--- config.mk ---
export PLATFORM = sky130hd
export DESIGN_NAME = id_ex_pipe_reg
export DESIGN_NICKNAME = d
export VERILOG_FILES = /design/src/rtl/rv32i_pipe_pkg.sv /design/src/rtl/pipe_sat_counter.sv /design/src/rtl/id_ex_pipe_reg.sv
export SDC_FILE = /design/constraint.sdc
export NUM_CORES = 1
export LEC_CHECK = 0
export ABC_AREA = 1
export BUFFER_PORTS_ARGS = -buffer_cell sky130_fd_sc_hd__buf_2
export CAP_MARGIN = 40
export CORE_ASPECT_RATIO = 1.25
export CORE_MARGIN = 2
export CORE_UTILIZATION = 50
export CTS_BUF_LIST = sky130_fd_sc_hd__clkbuf_16
export DETAILED_ROUTE_END_ITERATION = 6
export PLACE_DENSITY = 0.81
export SLEW_MARGIN = 20
export SYNTH_ARGS = -nofsm -noshare
export SYNTH_HDL_FRONTEND = slang
export SYNTH_SLANG_ARGS = --single-unit
--- constraint.sdc ---
create_clock -name clk -period 2.24 [get_ports clk]
set_input_delay 0.448 -clock clk [delete_from_list [all_inputs] [get_ports clk]]
set_output_delay 0.448 -clock clk [all_outputs]
set_load 0.05 [all_outputs]
--- src/rtl/rv32i_pipe_pkg.sv ---
// rv32i_pipe_pkg
// Shared types for the decode-to-execute pipeline register.
//   id_ex_payload_t : one decoded instruction (payload + control bits)
//   NOP_INSTR_C     : addi x0,x0,0, the instruction word carried by a bubble
//   bubble_payload(): bubble value; every control bit 0, so no register
//                     write or memory access can come out of a bubble
// Field widths are the maximum supported by id_ex_pipe_reg; narrower
// parameterisations zero-extend into these fields.
package rv32i_pipe_pkg;

    localparam int PIPE_XLEN  = 32;
    localparam int PIPE_ILEN  = 32;
    localparam int PIPE_ALU_W = 4;

    localparam logic [PIPE_ILEN-1:0] NOP_INSTR_C = 32'h0000_0013;

    typedef struct packed {
        logic [PIPE_ILEN-1:0]  instruction;
        logic [PIPE_XLEN-1:0]  pc;
        logic [PIPE_ALU_W-1:0] alu_control;
        logic [PIPE_XLEN-1:0]  opa;
        logic [PIPE_XLEN-1:0]  opb;
        logic                  load;
        logic                  store;
        logic                  branch;
        logic                  next_sel;
        logic                  jalr;
        logic                  branch_result;
        logic                  mem_en;
        logic                  reg_write;
        logic [1:0]            mem_to_reg;
    } id_ex_payload_t;

    function automatic id_ex_payload_t bubble_payload(
        input logic [PIPE_ILEN-1:0] nop = NOP_INSTR_C
    );
        id_ex_payload_t p;
        p             = '0;
        p.instruction = nop;
        return p;
    endfunction

endpackage

--- src/rtl/pipe_sat_counter.sv ---
// pipe_sat_counter
// Saturating up-counter for pipeline performance statistics.
//   clk   : clock
//   rst   : synchronous active-high clear
//   inc   : count this cycle
//   count : current value; sticks at all-ones instead of wrapping
module pipe_sat_counter #(
    parameter int CNT_WIDTH = 32
) (
    input  logic                 clk,
    input  logic                 rst,
    input  logic                 inc,
    output logic [CNT_WIDTH-1:0] count
);

    always_ff @(posedge clk) begin
        if (rst) begin
            count <= '0;
        end else if (inc && (count != {CNT_WIDTH{1'b1}})) begin
            count <= count + CNT_WIDTH'(1);
        end
    end

endmodule

--- src/rtl/id_ex_pipe_reg.sv ---
// id_ex_pipe_reg
// Decode-to-execute pipeline register with valid/ready handshake,
// flush with NOP-bubble insertion and saturating perf counters.
//   clk, rst                 : clock, synchronous active-high reset
//   in_valid / in_ready      : decode-side handshake
//   out_valid / out_ready    : execute-side handshake
//   flush                    : drop held and incoming instruction
//   instruction .. mem_to_reg: decode payload and control bits
//   *_decode_pp              : registered payload toward execute
//   stall_cnt                : cycles with out_valid & ~out_ready
//   bubble_cnt               : cycles with out_valid == 0
//   flush_cnt                : cycles with flush asserted
// DATA_WIDTH / INSTRUCTION / ALU_CONTROL may not exceed the package widths.
module id_ex_pipe_reg
    import rv32i_pipe_pkg::*;
#(
    parameter int                     DATA_WIDTH  = 32,
    parameter int                     INSTRUCTION = 32,
    parameter int                     ALU_CONTROL = 4,
    parameter int                     CNT_WIDTH   = 32,
    parameter logic [INSTRUCTION-1:0] NOP_INSTR   = 32'h0000_0013
) (
    input  logic                   clk,
    input  logic                   rst,
    input  logic                   in_valid,
    output logic                   in_ready,
    input  logic                   flush,
    input  logic [INSTRUCTION-1:0] instruction,
    input  logic [DATA_WIDTH-1:0]  pc,
    input  logic [ALU_CONTROL-1:0] alu_control,
    input  logic [DATA_WIDTH-1:0]  opa_mux_out,
    input  logic [DATA_WIDTH-1:0]  opb_mux_out,
    input  logic                   Load,
    input  logic                   Store,
    input  logic                   Branch,
    input  logic                   next_sel,
    input  logic                   Jalr,
    input  logic                   branch_result,
    input  logic                   mem_en,
    input  logic                   reg_write,
    input  logic [1:0]             mem_to_reg,
    output logic                   out_valid,
    input  logic                   out_ready,
    output logic [INSTRUCTION-1:0] instruction_decode_pp,
    output logic [DATA_WIDTH-1:0]  pc_decode_pp,
    output logic [ALU_CONTROL-1:0] alu_control_decode_pp,
    output logic [DATA_WIDTH-1:0]  opa_mux_out_decode_pp,
    output logic [DATA_WIDTH-1:0]  opb_mux_out_decode_pp,
    output logic                   Load_decode_pp,
    output logic                   Store_decode_pp,
    output logic                   Branch_decode_pp,
    output logic                   next_sel_decode_pp,
    output logic                   Jalr_decode_pp,
    output logic                   branch_result_decode_pp,
    output logic                   mem_en_decode_pp,
    output logic                   reg_write_decode_pp,
    output logic [1:0]             mem_to_reg_decode_pp,
    output logic [CNT_WIDTH-1:0]   stall_cnt,
    output logic [CNT_WIDTH-1:0]   bubble_cnt,
    output logic [CNT_WIDTH-1:0]   flush_cnt
);

    id_ex_payload_t pl_in;
    id_ex_payload_t pl_q;
    id_ex_payload_t pl_bubble;
    logic           valid_q;

    assign pl_bubble = bubble_payload(PIPE_ILEN'(NOP_INSTR));

    always_comb begin
        pl_in               = '0;
        pl_in.instruction   = PIPE_ILEN'(instruction);
        pl_in.pc            = PIPE_XLEN'(pc);
        pl_in.alu_control   = PIPE_ALU_W'(alu_control);
        pl_in.opa           = PIPE_XLEN'(opa_mux_out);
        pl_in.opb           = PIPE_XLEN'(opb_mux_out);
        pl_in.load          = Load;
        pl_in.store         = Store;
        pl_in.branch        = Branch;
        pl_in.next_sel      = next_sel;
        pl_in.jalr          = Jalr;
        pl_in.branch_result = branch_result;
        pl_in.mem_en        = mem_en;
        pl_in.reg_write     = reg_write;
        pl_in.mem_to_reg    = mem_to_reg;
    end

    // Depends only on registered state and out_ready, never on in_valid/flush.
    assign in_ready = ~valid_q | out_ready;

    // Flush outranks accept: an instruction handed over during flush is
    // considered consumed by upstream but never reaches execute.
    always_ff @(posedge clk) begin
        if (rst || flush) begin
            valid_q <= 1'b0;
            pl_q    <= pl_bubble;
        end else if (in_valid && in_ready) begin
            valid_q <= 1'b1;
            pl_q    <= pl_in;
        end else if (out_ready) begin
            valid_q <= 1'b0;
            pl_q    <= pl_bubble;
        end
    end

    assign out_valid             = valid_q;
    assign instruction_decode_pp = pl_q.instruction[INSTRUCTION-1:0];
    assign pc_decode_pp          = pl_q.pc[DATA_WIDTH-1:0];
    assign alu_control_decode_pp = pl_q.alu_control[ALU_CONTROL-1:0];
    assign opa_mux_out_decode_pp = pl_q.opa[DATA_WIDTH-1:0];
    assign opb_mux_out_decode_pp = pl_q.opb[DATA_WIDTH-1:0];

    // Second line of defence: side-effecting controls are gated by valid so
    // a bubble can never issue a write even if the payload were stale.
    assign Load_decode_pp          = pl_q.load          & valid_q;
    assign Store_decode_pp         = pl_q.store         & valid_q;
    assign Branch_decode_pp        = pl_q.branch        & valid_q;
    assign next_sel_decode_pp      = pl_q.next_sel      & valid_q;
    assign Jalr_decode_pp          = pl_q.jalr          & valid_q;
    assign branch_result_decode_pp = pl_q.branch_result & valid_q;
    assign mem_en_decode_pp        = pl_q.mem_en        & valid_q;
    assign reg_write_decode_pp     = pl_q.reg_write     & valid_q;
    assign mem_to_reg_decode_pp    = pl_q.mem_to_reg    & {2{valid_q}};

    pipe_sat_counter #(.CNT_WIDTH(CNT_WIDTH)) u_stall_cnt (
        .clk   (clk),
        .rst   (rst),
        .inc   (valid_q & ~out_ready),
        .count (stall_cnt)
    );

    pipe_sat_counter #(.CNT_WIDTH(CNT_WIDTH)) u_bubble_cnt (
        .clk   (clk),
        .rst   (rst),
        .inc   (~valid_q),
        .count (bubble_cnt)
    );

    pipe_sat_counter #(.CNT_WIDTH(CNT_WIDTH)) u_flush_cnt (
        .clk   (clk),
        .rst   (rst),
        .inc   (flush),
        .count (flush_cnt)
    );

endmodule
---- Yosys cells after proc, flatten, opt, wreduce, memory -nomap -nowiden ----
Index checks and enable logic that the tools add are counted.
word-level totals
  bits in registers ....................... 239
  latch bits .............................. 0
  bits in writable memories ............... 0
  memory bits (read-only) ................. 0
  logic and storage cells ................. 47
  memories ................................ 0
operators by class
  add/sub/neg operators ................... 3
  multipliers ............................. 0
  div/mod/pow operators ................... 0
  $lt $le $gt $ge ......................... 0
  eq/ne operators ......................... 3
  shifts and indexed selects .............. 0
  muxes and demuxes ....................... 4
  bitwise logic cells ..................... 13
  reduce and logical (&&, ||, !) cells .... 6
operators with widths
  operator                 number
  $mux W142                2
  $add A32 B1 Y32 const B  3
  $ne A32 B32 Y1 const B   3
  $and A1 B1 Y1            9
  $logic_and A1 B1 Y1      4
  $and A2 B2 Y2            1
  $mux W1                  2
  $not A1 Y1               2
  $reduce_bool A2 Y1       1
  $logic_or A1 B1 Y1       1
  $or A1 B1 Y1             1

---- Logic depth before layout (Yosys ltp) ----
  word-level depth ........................ 4
  mapped depth ............................ 11

---- By module ----
Synthesis repeated with hierarchy kept, for this count alone.
unflattened totals
  cell total of the unflattened synthesis .. 1,765
  area, all modules ....................... 12,386.9 um^2
modules (own cells, without submodules)
  module            instances  cells each  area an instance (um^2)
  id_ex_pipe_reg    1          793         6,200.9
  pipe_sat_counter  3          324         2,062.0

---- Worst setup path after synthesis ----
No wires, ideal clock.
  path kind ............................... reg-to-reg
  start ................................... register u_bubble_cnt.count[1]
  end ..................................... register u_bubble_cnt.count[18]
  library setup time ...................... 117 ps
  arrival time ............................ 1,889 ps
  data required time ...................... 2,123 ps
  setup slack ............................. 234 ps
  stages on the path, launching flop included .. 9
  buffers on the path ..................... 0
  path through ............................ dfxtp_1 > ha_1 > nand2_1 > nor3_4 > nand2_1 > nor3_1 > nand3_1 > nand2_1 > nor2_1
on the way
  cells in the longest elaborated chain, start to end .. 2
RTL lines
  what                                                                     RTL line                source
  start, declared                                                          pipe_sat_counter.sv:13  output logic [CNT_WIDTH-1:0] count
  start signal, assigned                                                   pipe_sat_counter.sv:20  count <= count + CNT_WIDTH'(1);
  parallel branches: the longest is 2 deep, another holds $add A32 B1 Y32  n/a
Parallel ways; which one is timed is not known.
A chain may end at the register's enable or synchronous reset.

---- Final worst setup path ----
  start ................................... register valid_q (netlist: out_valid)
  end ..................................... output reg_write_decode_pp
on the way
  cells in the longest elaborated chain, start to end .. 1
RTL lines
  what                    RTL line               source
  start, declared         id_ex_pipe_reg.sv:66   logic valid_q;
  start signal, assigned  id_ex_pipe_reg.sv:95   valid_q <= 1'b0;
  start signal, assigned  id_ex_pipe_reg.sv:98   valid_q <= 1'b1;
  start signal, assigned  id_ex_pipe_reg.sv:101  valid_q <= 1'b0;
  $and A1 B1 Y1           id_ex_pipe_reg.sv:122  assign reg_write_decode_pp = pl_q.reg_write & valid_q;
  end, declared           id_ex_pipe_reg.sv:56   output logic reg_write_decode_pp,
No other way between the ends.

==> run metrics <==
number of enable flip-flop cells after synthesis=0; Worst Max-Slew Pin Slew=approximately 0.65 ns; clock root cell=sky130_fd_sc_hd__clkbuf_16; fraction of final layout cells sized beyond drive strength 1=23.9%; layout overhead on the synthesized area=16.5%; first-pass GRT wire length=between 50 and 60 mm; met1 Usage GRT=approximately 28%; number of nets with antenna violations after routing=0; Setup Fix Bufs, Post-CTS=0; overall power=between 0.009 and 0.01 W; Cells after Synth=between 1500 and 2000; Die Span X=about 140 microns; number of vias after detailed routing=11700; register bit count reported by yosys=approximately 240; outcome=finished clean; CTS clock-pin slew for the worst setup and hold paths=~0.06 ns; vertical die dimension=around 180 microns; total number of yosys warnings=0; number of optimization iterations in the first detailed-route pass=5; crit path max fanout=11; Main synth FF type=sky130_fd_sc_hd__dfxtp_1; Setup CP Type=register to primary output; CTS tree=built; total DRC errors in the routed layout=0; placed cell count=2234; final worst-path cycle share=roughly 95%; leading post-synthesis cells by cell area=sky130_fd_sc_hd__dfxtp_1 (41%), sky130_fd_sc_hd__nand2_1 (18%), sky130_fd_sc_hd__buf_4 (8.6%); Detailed Route Iter0 Violations=between 600 and 700; most heavily used metal layer in global routing=met2; post-synth net total=approximately 1900; minimum clock period=around 2.1 ns; TritonCTS Buffers=25; mean instance size in the synthesized netlist=slightly below 7 sq um; cell-by-cell trace of the critical path=buf_4 -> nand2_1 -> inv_1 -> buf_2; die outline area=24700 sq um; worst stage delay on the critical path=about 0.47 ns; met2 GRT Util=around 46%; number of buffers added on ports=between 300 and 400; maximum number of pins on one net before global-route repair=roughly 140; crit end category=primary output; area share of the leading cell type in the synthesized netlist=around two fifths; FP Rows=62; maximum level of the CTS H-tree=1; most used standard cells in the synthesized netlist=sky130_fd_sc_hd__nand2_1 (553), sky130_fd_sc_hd__dfxtp_1 (239), sky130_fd_sc_hd__nor2_1 (230); All-Layer GR Usage=25.7%; number of failing setup endpoints in the final timing report=0; most frequent cell after synthesis=sky130_fd_sc_hd__nand2_1; Layout Cells excl Fill=2276; kind of start point of the critical path=register; post-cts repair resize count=1; Post-Syn Area=11700 sq um; vias in the first global route=between 10000 and 15000; maximum clock path buffer count=3; worst slew slack as a fraction of its limit=between 50 and 60%; Max Fclk=471 MHz; fraction of the yosys area taken by sequential cells=40.8%; Pwr Density=approximately 670 nW/um^2; Hold Path Class=input port to register; maximum clock skew at final layout=approximately 0.014 ns; Critical-path top delay cell=sky130_fd_sc_hd__dfxtp_2; maxcap violations=0; data required time at the worst endpoint=~1.8 ns; largest area contributor in the netlist=sky130_fd_sc_hd__dfxtp_1; sequential cell area=roughly 4800 sq um; VDD IR-drop max=roughly 0.56 mV; total count of hold-check failures in the final report=0; Routability Congestion=about 0.95; Boundary Pins=approximately 390; clock insertion delay at the later pin of the skew report=roughly 0.53 ns; setup repair after global routing missed its margin=false; max-slew violation count=0; synth unique cells=34; Avg WL per Cell=roughly 15 microns; global route total overflow=0; arrival time of the worst setup path=between 1.5 and 2 ns; footprint of the multi-input gates=5140 sq um; clk sink count=about 240; setup total negative slack=0 ns; Pleak=~6.3 nW; fill cell total of the finished layout=2163; vias per cell=between 5 and 6; number of antenna violations at the first check in global routing=3; share of synthesized flip-flops with an asynchronous set or reset=0%; Detailed Route WL=between 30 and 40 mm; area of the core=about 23000 sq um; number of nets in the final layout=approximately 2100; global routing met3 resource utilization=a little under 7%; Post-CTS Hold Fix Bufs=0; detailed placer's ending HPWL=~25 mm; Initial Utilization=between 50% and 60%
-- placed cells by master, fill, tap and decap left out, drive strengths merged --
cell / synthesis / layout
a31oi: 11 / 11
nor3b: 1 / 1
clkbuf: 33 / 25
clkinv: 1 / 9
a21oi: 198 / 198
buf: 170 / 408
and2: 1 / 1
nand3b: 5 / 5
bufinv: 0 / 1
ha: 3 / 3
o22ai: 3 / 3
or2: 2 / 2
xor2: 8 / 8
inv: 117 / 123
clkinvlp: 0 / 1
diode: 0 / 1
o21ai: 13 / 13
nand3: 91 / 91
nand4: 21 / 21
xnor2: 1 / 1
nand2: 560 / 560
dfxtp: 239 / 239
nor3: 19 / 19
nor2: 244 / 244
-- metrics by stage --
stage	utilization (%)	hold WS, ns	worst slack [ns]	instance area [sq um]
after floorplan	-	0.440	0.234	11700
after global placement	56.1	0.444	0.296	12900
after detailed placement	56.1	0.448	0.274	12900
after CTS	59.2	0.142	0.0658	13600
after global routing	59.2	0.155	0.0213	13600
final	59.2	0.161	0.118	13600
-- critical path, delay by kind of cell, from the launching register on --
| family | cells | cell delay, ns |
|---|---|---|
| buffers and inverters | 3 | 0.60 |
| flip-flops | 1 | 0.47 |
| AND/OR/NAND/NOR | 1 | 0.07 |
-- final cells by class --
type	count	share of cell area [%]
diodes	1	0.0183
inverters	118	3.28
repair buffers	408	16.0
multi-input cells	1181	37.7
flip-flops and latches	239	35.1
clock buffers	25	4.58
well taps	288	2.64
clock inverters	16	0.743
-- state kept, by name, summed over array words and instances, names as in the netlist --
signal / count
instruction_decode_pp: 32
opa_mux_out_decode_pp: 32
opb_mux_out_decode_pp: 32
pc_decode_pp: 32
u_bubble_cnt.count: 32
u_flush_cnt.count: 32
u_stall_cnt.count: 32
pl_q: 10
alu_control_decode_pp: 4
out_valid: 1
-- final timing paths --
check,startpoint,to,slack [ns],cells past startpoint
max reg2reg,u_flush_cnt.count[1],u_flush_cnt.count[26],0.29,10
min reg2reg,instruction_decode_pp[5],instruction_decode_pp[5],0.46,2
max,out_valid,reg_write_decode_pp,0.12,4
min,instruction[0],instruction_decode_pp[0],0.16,3
-- metal layers --
| metal | share of wire (%) | vias to the layer above |
|---|---|---|
| met1 | 38 | 5264 |
| met5 | 0.080 | - |
| met4 | 4.2 | 4 |
| met3 | 8.7 | 105 |
| met2 | 49 | 463 |
| li1 | - | 5836 |
-- power by group --
part           internal (W)  switching (W)
clock network       0.00212        0.00169
registers           0.00434      0.0000566
logic              0.000276       0.000665
-- kinds of logic (layout without fill, tap and decap cells) --
family | after synthesis | count (layout) | share of synthesized area [%]
AOI/OAI and AO/OA | 225 | 225 | 9.76
xor gates and xnor gates | 9 | 9 | 0.673
adders and majority gates | 3 | 3 | 0.320
buffers and inverters | 321 | 567 | 15.3
DFF | 239 | 239 | 40.8
other | 0 | 1 | 0
and+or+nand+nor | 944 | 944 | 33.1
Note: power is estimated with default switching activity, not from simulation.
